==> config.mk <==
export PLATFORM = sky130hd
export DESIGN_NAME = mem_port_arbiter
export DESIGN_NICKNAME = d
export VERILOG_FILES = /design/src/rtl/rv64_mem_pkg.sv /design/src/rtl/rr_arb2.sv /design/src/rtl/mem_port_arbiter.sv
export SDC_FILE = /design/constraint.sdc
export NUM_CORES = 1
export LEC_CHECK = 0
export CORE_AREA = 2 2 190 192
export DETAILED_ROUTE_END_ITERATION = 6
export DIE_AREA = 0 0 192 194
export GPL_TIMING_DRIVEN = 0
export HOLD_SLACK_MARGIN = 0.12
export PLACE_DENSITY = 0.6
export SETUP_SLACK_MARGIN = 0.5
export SYNTH_ARGS = -nofsm -noshare
export SYNTH_HDL_FRONTEND = slang
export SYNTH_SLANG_ARGS = --single-unit
==> constraint.sdc <==
create_clock -name clk -period 2.4 [get_ports clk]
set_input_delay 0.48 -clock clk [delete_from_list [all_inputs] [get_ports clk]]
set_output_delay 0.48 -clock clk [all_outputs]
set_load 0.05 [all_outputs]
==> src/rtl/rv64_mem_pkg.sv <==
`default_nettype none
// +----------------------------------------------------------------------------+
// | rv64_mem_pkg                                                               |
// | Shared types and defaults for the fetch/data memory port arbiter.          |
// | Revision: 1.0                                                              |
// +----------------------------------------------------------------------------+
package rv64_mem_pkg;

    typedef enum logic [1:0] {
        ST_IDLE  = 2'd0,
        ST_ISSUE = 2'd1,
        ST_WAIT  = 2'd2,
        ST_RESP  = 2'd3
    } arb_state_e;

    typedef enum logic {
        OWN_IF = 1'b0,
        OWN_D  = 1'b1
    } owner_e;

    localparam int TIMEOUT_CYC_DFLT = 64;

endpackage
`default_nettype wire

==> src/rtl/rr_arb2.sv <==
`default_nettype none
// +----------------------------------------------------------------------------+
// | rr_arb2                                                                    |
// | Two-input round-robin arbiter; the pointer names the side that wins the    |
// | next conflict and only moves when a grant is actually taken.               |
// | Revision: 1.0                                                              |
// +----------------------------------------------------------------------------+
module rr_arb2
    import rv64_mem_pkg::*;
(
    input  logic clk,
    input  logic reset,
    input  logic req_if,
    input  logic req_d,
    input  logic advance,
    output logic gnt_if,
    output logic gnt_d
);

    owner_e prio_q;
    owner_e prio_d;

    always_comb begin
        gnt_d  = req_d & (~req_if | (prio_q == OWN_D));
        gnt_if = req_if & ~gnt_d;
        prio_d = prio_q;
        if (advance && gnt_d) begin
            prio_d = OWN_IF;
        end else if (advance && gnt_if) begin
            prio_d = OWN_D;
        end
    end

    always_ff @(posedge clk) begin
        if (reset) begin
            prio_q <= OWN_D;
        end else begin
            prio_q <= prio_d;
        end
    end

endmodule
`default_nettype wire

==> src/rtl/mem_port_arbiter.sv <==
`default_nettype none
// +----------------------------------------------------------------------------+
// | mem_port_arbiter                                                           |
// | Shares one memory port between fetch and data clients, one transaction     |
// | outstanding, with a read-response timeout.                                 |
// | Revision: 1.0                                                              |
// +----------------------------------------------------------------------------+
module mem_port_arbiter
    import rv64_mem_pkg::*;
#(
    parameter int TIMEOUT_CYC = TIMEOUT_CYC_DFLT
) (
    input  logic        clk,
    input  logic        reset,
    input  logic        if_req,
    input  logic [63:0] if_addr,
    output logic        if_gnt,
    output logic        if_rvalid,
    output logic [31:0] if_rdata,
    output logic        if_err,
    input  logic        d_req,
    input  logic        d_we,
    input  logic [63:0] d_addr,
    input  logic [63:0] d_wdata,
    output logic        d_gnt,
    output logic        d_rvalid,
    output logic [63:0] d_rdata,
    output logic        d_err,
    output logic        mem_req,
    output logic        mem_we,
    output logic [63:0] mem_addr,
    output logic [63:0] mem_wdata,
    input  logic        mem_gnt,
    input  logic        mem_rvalid,
    input  logic [63:0] mem_rdata
);

    localparam int              CNT_W      = $clog2(TIMEOUT_CYC + 1);
    localparam logic [CNT_W-1:0] C_CNT_LAST = CNT_W'(TIMEOUT_CYC - 1);

    arb_state_e       state_q, state_d;
    owner_e           owner_q, owner_d;
    logic             we_q, we_d;
    logic [63:0]      addr_q, addr_d;
    logic [63:0]      wdata_q, wdata_d;
    logic [CNT_W-1:0] cnt_q, cnt_d;
    logic [63:0]      rdata_q, rdata_d;
    logic             err_q, err_d;

    logic w_idle;
    logic w_arb_gnt_if;
    logic w_arb_gnt_d;
    logic w_resp;

    assign w_idle = (state_q == ST_IDLE);
    assign w_resp = (state_q == ST_RESP);

    rr_arb2 u_rr_arb2 (
        .clk     (clk),
        .reset   (reset),
        .req_if  (if_req),
        .req_d   (d_req),
        .advance (w_idle),
        .gnt_if  (w_arb_gnt_if),
        .gnt_d   (w_arb_gnt_d)
    );

    always_comb begin
        state_d = state_q;
        owner_d = owner_q;
        we_d    = we_q;
        addr_d  = addr_q;
        wdata_d = wdata_q;
        cnt_d   = cnt_q;
        rdata_d = rdata_q;
        err_d   = err_q;
        case (state_q)
            ST_IDLE: begin
                if (w_arb_gnt_d) begin
                    owner_d = OWN_D;
                    we_d    = d_we;
                    addr_d  = d_addr;
                    wdata_d = d_wdata;
                    state_d = ST_ISSUE;
                end else if (w_arb_gnt_if) begin
                    owner_d = OWN_IF;
                    we_d    = 1'b0;
                    addr_d  = if_addr;
                    wdata_d = '0;
                    state_d = ST_ISSUE;
                end
            end
            ST_ISSUE: begin
                if (mem_gnt) begin
                    cnt_d = '0;
                    if (we_q) begin
                        rdata_d = '0;
                        err_d   = 1'b0;
                        state_d = ST_RESP;
                    end else begin
                        state_d = ST_WAIT;
                    end
                end
            end
            ST_WAIT: begin
                // A response arriving on the final counted cycle still wins over the timeout.
                if (mem_rvalid) begin
                    rdata_d = mem_rdata;
                    err_d   = 1'b0;
                    state_d = ST_RESP;
                end else if (cnt_q == C_CNT_LAST) begin
                    rdata_d = '0;
                    err_d   = 1'b1;
                    state_d = ST_RESP;
                end else begin
                    cnt_d = cnt_q + CNT_W'(1);
                end
            end
            ST_RESP: begin
                state_d = ST_IDLE;
            end
            default: begin
                state_d = ST_IDLE;
            end
        endcase
    end

    always_ff @(posedge clk) begin
        if (reset) begin
            state_q <= ST_IDLE;
            owner_q <= OWN_IF;
            we_q    <= 1'b0;
            addr_q  <= '0;
            wdata_q <= '0;
            cnt_q   <= '0;
            rdata_q <= '0;
            err_q   <= 1'b0;
        end else begin
            state_q <= state_d;
            owner_q <= owner_d;
            we_q    <= we_d;
            addr_q  <= addr_d;
            wdata_q <= wdata_d;
            cnt_q   <= cnt_d;
            rdata_q <= rdata_d;
            err_q   <= err_d;
        end
    end

    assign if_gnt = w_idle & w_arb_gnt_if;
    assign d_gnt  = w_idle & w_arb_gnt_d;

    assign mem_req   = (state_q == ST_ISSUE);
    assign mem_we    = we_q;
    assign mem_addr  = addr_q;
    assign mem_wdata = wdata_q;

    assign if_rvalid = w_resp & (owner_q == OWN_IF);
    assign if_rdata  = if_rvalid ? (addr_q[2] ? rdata_q[63:32] : rdata_q[31:0]) : 32'd0;
    assign if_err    = if_rvalid & err_q;

    assign d_rvalid = w_resp & (owner_q == OWN_D);
    assign d_rdata  = d_rvalid ? rdata_q : 64'd0;
    assign d_err    = d_rvalid & err_q;

endmodule
`default_nettype wire

==> results.sh, run 1 <==
export IMPL_synth_common_cells="dfxtp_1, nor2_1, nand2_1, mux2i_1, nand2b_1"
export IMPL_clkSlewWorstSetupHoldPaths_ns=0.06
export IMPL_hold_class="in2reg"
export IMPL_syn_nets=1373
export IMPL_yosysMostFrequentCell="dfxtp_1"
export IMPL_synth_seq_cells=205
export IMPL_antenna_found_initial=1
export IMPL_hold_violations=0
export IMPL_clkLatencyLatePin_ns=0.52
export IMPL_grt_start_max_net_pins=12
export IMPL_maxSlewViolCount=0
export IMPL_cts_root_buf="clkbuf_16"
export IMPL_status="completed"
export IMPL_critical_path_max_stage_delay_ns=0.37
export IMPL_die_x_um=192
export IMPL_crit_buf_inv=3
export IMPL_cp_start_kind="flop"
export IMPL_crit_slowest_cell="dfxtp_4"
export IMPL_cts_made_buffers=25
export IMPL_crit_arrival_ns=1.79
export IMPL_routedWlPerCell_um=20.2
export IMPL_reg2regPathDepth=10
export IMPL_start_util_pct=26.8
export IMPL_p_leak_nw=8.91
export IMPL_grt_pass1_wl_um=63100
export IMPL_power_mw=15.8
export IMPL_dieArea_um2=37200
export IMPL_rows=69
export IMPL_synth_edf_count=0
export IMPL_nNetsFinal=1912
export IMPL_synthDistinctLibCells=43
export IMPL_relSlewSlack_pct=56.0
export IMPL_worst_slew_pin_slew_ns=0.660
export IMPL_place_area_um2=15300
export IMPL_path_max_fanout=10
export IMPL_path_class="reg2out"
export IMPL_path_depth=5
export IMPL_dp_hpwl_um=32500
export IMPL_fin_util_pct=49.6
export IMPL_synth_area_per_cell_um2=8.56
export IMPL_cts_tree="yes"
export IMPL_port_buffers=493
export IMPL_max_cap_violations=0
export IMPL_track_usage_pct=21.7
export IMPL_period_minus_slack_ns=2.27
export IMPL_post_route_period_util_pct=94.4
export IMPL_dp_slack_ns=-0.892
export IMPL_ys_flop_type="dfxtp_1"
export IMPL_die_h_um=194
export IMPL_synth_seq_area_share_pct=43.4
export IMPL_grt_overflow_total=0
export IMPL_p_per_area_nw_per_um2=903
export IMPL_cp_end_kind="output pin"
export IMPL_io_pins=495
export IMPL_core_um2=35200
export IMPL_synthTopCellsByArea="dfxtp_1, mux2i_1, nor2_1, a311oi_1, nand2_1"
export IMPL_synth_top_cell_area_share_pct=43.4
export IMPL_grt_pass1_vias=10500
export IMPL_hold_buffers=0
export IMPL_area_growth_pct=84.8
export IMPL_max_clock_freq_mhz=441
export IMPL_setup_violations=0
export IMPL_ant_nets=0
export IMPL_fin_ws_ns=0.135
export IMPL_vdd_drop_max_v=0.000600
export IMPL_path_cells="ha_4, clkbuf_16, clkbuf_8, and3_2, buf_8"
export IMPL_clock_skew_final_ns=0.0113
export IMPL_cts_sinks=205
export IMPL_wirelength_um=42800
export IMPL_hold_slack_ns=0.403
export IMPL_drc=0
export IMPL_synth_area_um2=9460
export IMPL_dr_pass1_iters=4
export IMPL_yosys_warnings=0
export IMPL_synth_top_cell_by_area="dfxtp_1"
export IMPL_gp_congestion=0.877
export IMPL_drt_iter0_drc=465
export IMPL_drive_gt1_share_pct=22.3
export IMPL_synthArstFlopShare_pct=0
export IMPL_htree_num_levels=1
export IMPL_cp_top_family="buffers and inverters"
export IMPL_antennaDiodeCount=0
export IMPL_avgViaCountPerCell=4.89
export IMPL_holdPathStages=3
export IMPL_rsz0062_at_grt="yes"
export IMPL_vias=10400
export IMPL_cp_required_ns=1.92
export IMPL_clock_path_buffers=3
export IMPL_final_area_um2=17500
export IMPL_syn_inst=1105
[final timing paths]
path,from,end,slack [ns]
worst max-delay path,state_q[1],d_rdata[34],0.13
worst min-delay path,reset,cnt_q[2],0.40
worst max register to register,state_q[1],mem_addr[54],0.54
worst min register to register,cnt_q[6],cnt_q[6],0.47
[layout by cell type, fill, tap and decap left out, types with 4 or more instances in the layout]
cell type / n
buf_4: 23
dlymetal6s2s_1: 126
a21oi_1: 5
clkbuf_1: 32
and3_2: 34
buf_2: 16
nor2_1: 133
clkdlybuf4s50_1: 259
clkbuf_8: 15
a31oi_1: 5
and3_4: 18
dfxtp_1: 200
nand2_1: 136
mux2i_4: 6
mux2i_2: 11
and3_1: 17
buf_8: 42
clkbuf_2: 18
clkbuf_16: 33
a22oi_1: 65
buf_1: 4
buf_12: 9
mux2i_1: 81
buf_6: 70
clkbuf_4: 9
nand2b_1: 72
nand3_1: 69
nor2_4: 32
a311oi_1: 61
[stage by stage]
step	std cells	setup TNS (ns)
floorplan	1105	0
global placement	2059	-42.77
detailed placement	2059	-44.86
CTS	2113	0
global route	2121	0
finish	2121	0
[area by class of cell]
cell class,instances,area (um2)
Fill cell,3339,17700
Tap cell,461,577
Sequential cell,205,4120
Multi-Input combinational cell,787,5350
Timing Repair Buffer,512,5730
Clock buffer,39,758
Clock inverter,4,23.8
Buffer,108,905
Inverter,5,18.8
[metal layers]
| metal | track usage [%] | routed length (um) |
|---|---|---|
| met1 | 26.1 | 17400 |
| met2 | 38.0 | 21000 |
| met5 | 0 | 13 |
| met4 | 6.53 | 1160 |
| met3 | 5.18 | 3290 |
[cell families (layout without fill, tap and decap cells)]
| group | after synthesis | count (layout) | synth area share, % |
|---|---|---|---|
| AOI/OAI and AO/OA | 157 | 157 | 13.3 |
| buffers and inverters | 113 | 668 | 6.18 |
| and+or+nand+nor | 527 | 527 | 26.1 |
| muxes | 98 | 98 | 10.4 |
| adders and majority gates | 5 | 5 | 0.662 |
| DFF | 205 | 205 | 43.4 |
[where the power goes]
group	switching, mW	total (mW)	leakage, nW	internal [mW]
registers	0.399	4.47	1.68	4.07
logic	4.71	7.66	6.84	2.95
clock network	1.50	3.65	0.389	2.15
total	6.61	15.8	8.91	9.16
[registers in the layout, summed over array words and instances (netlist names)]
name,flops
mem_addr,64
mem_wdata,64
rdata_q,64
cnt_q,7
state_q,2
err_q,1
mem_we,1
owner_q,1
u_rr_arb2.prio_q,1
[what timing repair did]
action | CTS | global route
resized for setup | 806 | 310
endpoints found under the hold margin | 0 | 0
pin swaps | 19 | 11
endpoints found under the setup margin | 406 | 421
cloned | 5 | 1
buffers inserted | 6 | 7
[worst register-to-register path, cell delays in order (launching register included)]
cell and delay (ns):
dfxtp_4 0.37, inv_2 0.10, ha_4 0.16, buf_4 0.13
buf_6 0.13, nor2b_4 0.19, buf_6 0.15, buf_4 0.11
buf_6 0.13, nor2_1 0.07, a311oi_2 0.24
(Power assumes the default switching activity.)
==> run 2, diff against run 1 <==
CAP_MARGIN = 10   (was default)
TNS_END_PERCENT = 1   (was default)
==> run 2 against run 1 <==
  * Total power decreased by 0.40%
  * Worst setup slack worse by 0.015 ns
  * Maximum frequency fell by 0.67%
  * Combinational power shrank 3.4%
  * Via count shrank 1.0%
  * Count of clock-buffer cells in the layout decreased by 4
  * Cell count decreased by 0.52%
  * Critical path type unchanged
  * Critical endpoint is now mem_wdata[58]
  * Largest cell class unchanged
  * Highest routed layer is now met4
==> results.sh, run 2 (synthesis gave the netlist of run 1 again) <==
export IMPL_htree_num_levels=1
export IMPL_start_util_pct=26.8
export IMPL_nNetsFinal=1898
export IMPL_fin_util_pct=47.2
export IMPL_maxSlewViolCount=0
export IMPL_reg2regPathDepth=7
export IMPL_hold_buffers=0
export IMPL_critical_path_max_stage_delay_ns=0.93
export IMPL_path_cells="clkdlybuf4s50_1"
export IMPL_regToRegEndpoint="rdata_q[53]"
export IMPL_drt_iter0_drc=465
export IMPL_rows=69
export IMPL_cp_end_kind="output pin"
export IMPL_grt_pass1_vias=10500
export IMPL_avgViaCountPerCell=4.87
export IMPL_crit_slowest_cell="clkdlybuf4s50_1"
export IMPL_r2r_setup_slack_ns=0.39
export IMPL_antenna_found_initial=1
export IMPL_met2_usage_pct=37.5
export IMPL_p_per_area_nw_per_um2=946
export IMPL_path_depth=1
export IMPL_routedWlPerCell_um=19.9
export IMPL_dp_hpwl_um=32600
export IMPL_use_met3_pct=5.25
export IMPL_final_common_cell="clkdlybuf4s50_1"
export IMPL_clkSlewWorstSetupHoldPaths_ns=0.06
export IMPL_cts_made_buffers=25
export IMPL_grt_pass1_wl_um=62400
export IMPL_dr_pass1_iters=5
export IMPL_dieArea_um2=37200
export IMPL_drive_gt1_share_pct=17.5
export IMPL_cp_required_ns=1.92
export IMPL_crit_start="mem_wdata[58]"
export IMPL_power_mw=15.7
export IMPL_crit_arrival_ns=1.80
export IMPL_drc=0
export IMPL_rsz0062_at_grt="yes"
export IMPL_cts_tree="yes"
export IMPL_die_h_um=194
export IMPL_grt_overflow_total=0
export IMPL_path_class="reg2out"
export IMPL_area_growth_pct=75.7
export IMPL_clock_skew_final_ns=0.0202
export IMPL_track_usage_pct=21.5
export IMPL_vdd_drop_max_v=0.000527
export IMPL_endpoint="mem_wdata[58]"
export IMPL_cp_start_kind="flop"
export IMPL_io_pins=495
export IMPL_relSlewSlack_pct=53.7
export IMPL_wirelength_um=41900
export IMPL_max_cap_violations=0
export IMPL_port_buffers=493
export IMPL_cp_top_family="buffers and inverters"
export IMPL_ant_nets=0
export IMPL_hold_class="in2reg"
export IMPL_p_leak_nw=6.73
export IMPL_post_route_period_util_pct=95.0
export IMPL_setup_violations=0
export IMPL_place_area_um2=15200
export IMPL_grtUsageMet1_pct=25.7
export IMPL_final_cell_mix="clkdlybuf4s50_1, dfxtp_1, nand2_1, nor2_1, nand2b_1"
export IMPL_period_minus_slack_ns=2.28
export IMPL_grt_start_max_net_pins=13
export IMPL_worst_slew_pin_slew_ns=0.694
export IMPL_cts_root_buf="clkbuf_16"
export IMPL_clkLatencyLatePin_ns=0.53
export IMPL_core_um2=35200
export IMPL_grt_busiest_layer="met2"
export IMPL_r2r_start="state_q[0]"
export IMPL_vias=10300
export IMPL_crit_buf_inv=1
export IMPL_max_clock_freq_mhz=438
export IMPL_status="completed"
export IMPL_final_area_um2=16600
export IMPL_die_x_um=192
export IMPL_cts_sinks=205
export IMPL_gp_congestion=0.879
export IMPL_clock_path_buffers=3
export IMPL_path_max_fanout=2
export IMPL_hold_violations=0
[run 2: cell type report]
| type | instances | area, um2 |
|---|---|---|
| Antenna cell | 1 | 2.50 |
| Fill cell | 3453 | 18600 |
| Multi-Input combinational cell | 787 | 5280 |
| Sequential cell | 205 | 4120 |
| Buffer | 108 | 823 |
| Clock inverter | 10 | 138 |
| Timing Repair Buffer | 498 | 4980 |
| Inverter | 5 | 18.8 |
| Clock buffer | 35 | 683 |
| Tap cell | 461 | 577 |
[run 2: what timing repair did]
action | in CTS | in global routing
setup endpoints to repair | 405 | 389
hold endpoints to repair | 0 | 0
buffers inserted | 1 | 0
pin swaps | 3 | 6
gates cloned | 4 | 0
gates resized for setup | 747 | 48
[run 2: per-layer routing]
metal | part of all wire, % | up-vias | wire, um
met2 | 49 | 417 | 20300
met3 | 8.4 | 77 | 3540
met4 | 3.5 | 0 | 1460
li1 | - | 4936 | -
met5 | 0 | - | 0
met1 | 40 | 4847 | 16600
[run 2: how the worst min path moves through the flow]
stage	startpoint	endpoint	slack, ns	cells past startpoint
detailed placement	cnt_q[6]	cnt_q[6]	0.46	2
global placement	cnt_q[6]	cnt_q[6]	0.45	2
floorplan	cnt_q[6]	cnt_q[6]	0.43	2
CTS	reset	cnt_q[2]	0.33	3
global route	reset	cnt_q[2]	0.39	3
finish	reset	cnt_q[2]	0.37	3
[run 2: power by group]
group	switching [mW]	internal (mW)	leakage [nW]
combinational	4.64	2.76	4.65
sequential	0.407	4.07	1.68
clock	1.53	2.31	0.395
total	6.58	9.14	6.73
[run 2: through the flow]
step / hold WS (ns) / std cells / TNS, ns / setup WS (ns)
after floorplan: 0.431 / 1105 / 0 / 0.302
after global placement: 0.447 / 2059 / -56.11 / -1.12
after detailed placement: 0.456 / 2059 / -58.43 / -1.13
after CTS: 0.335 / 2109 / 0 / 0.0955
after global routing: 0.388 / 2110 / 0 / 0.0661
final: 0.372 / 2110 / 0 / 0.119
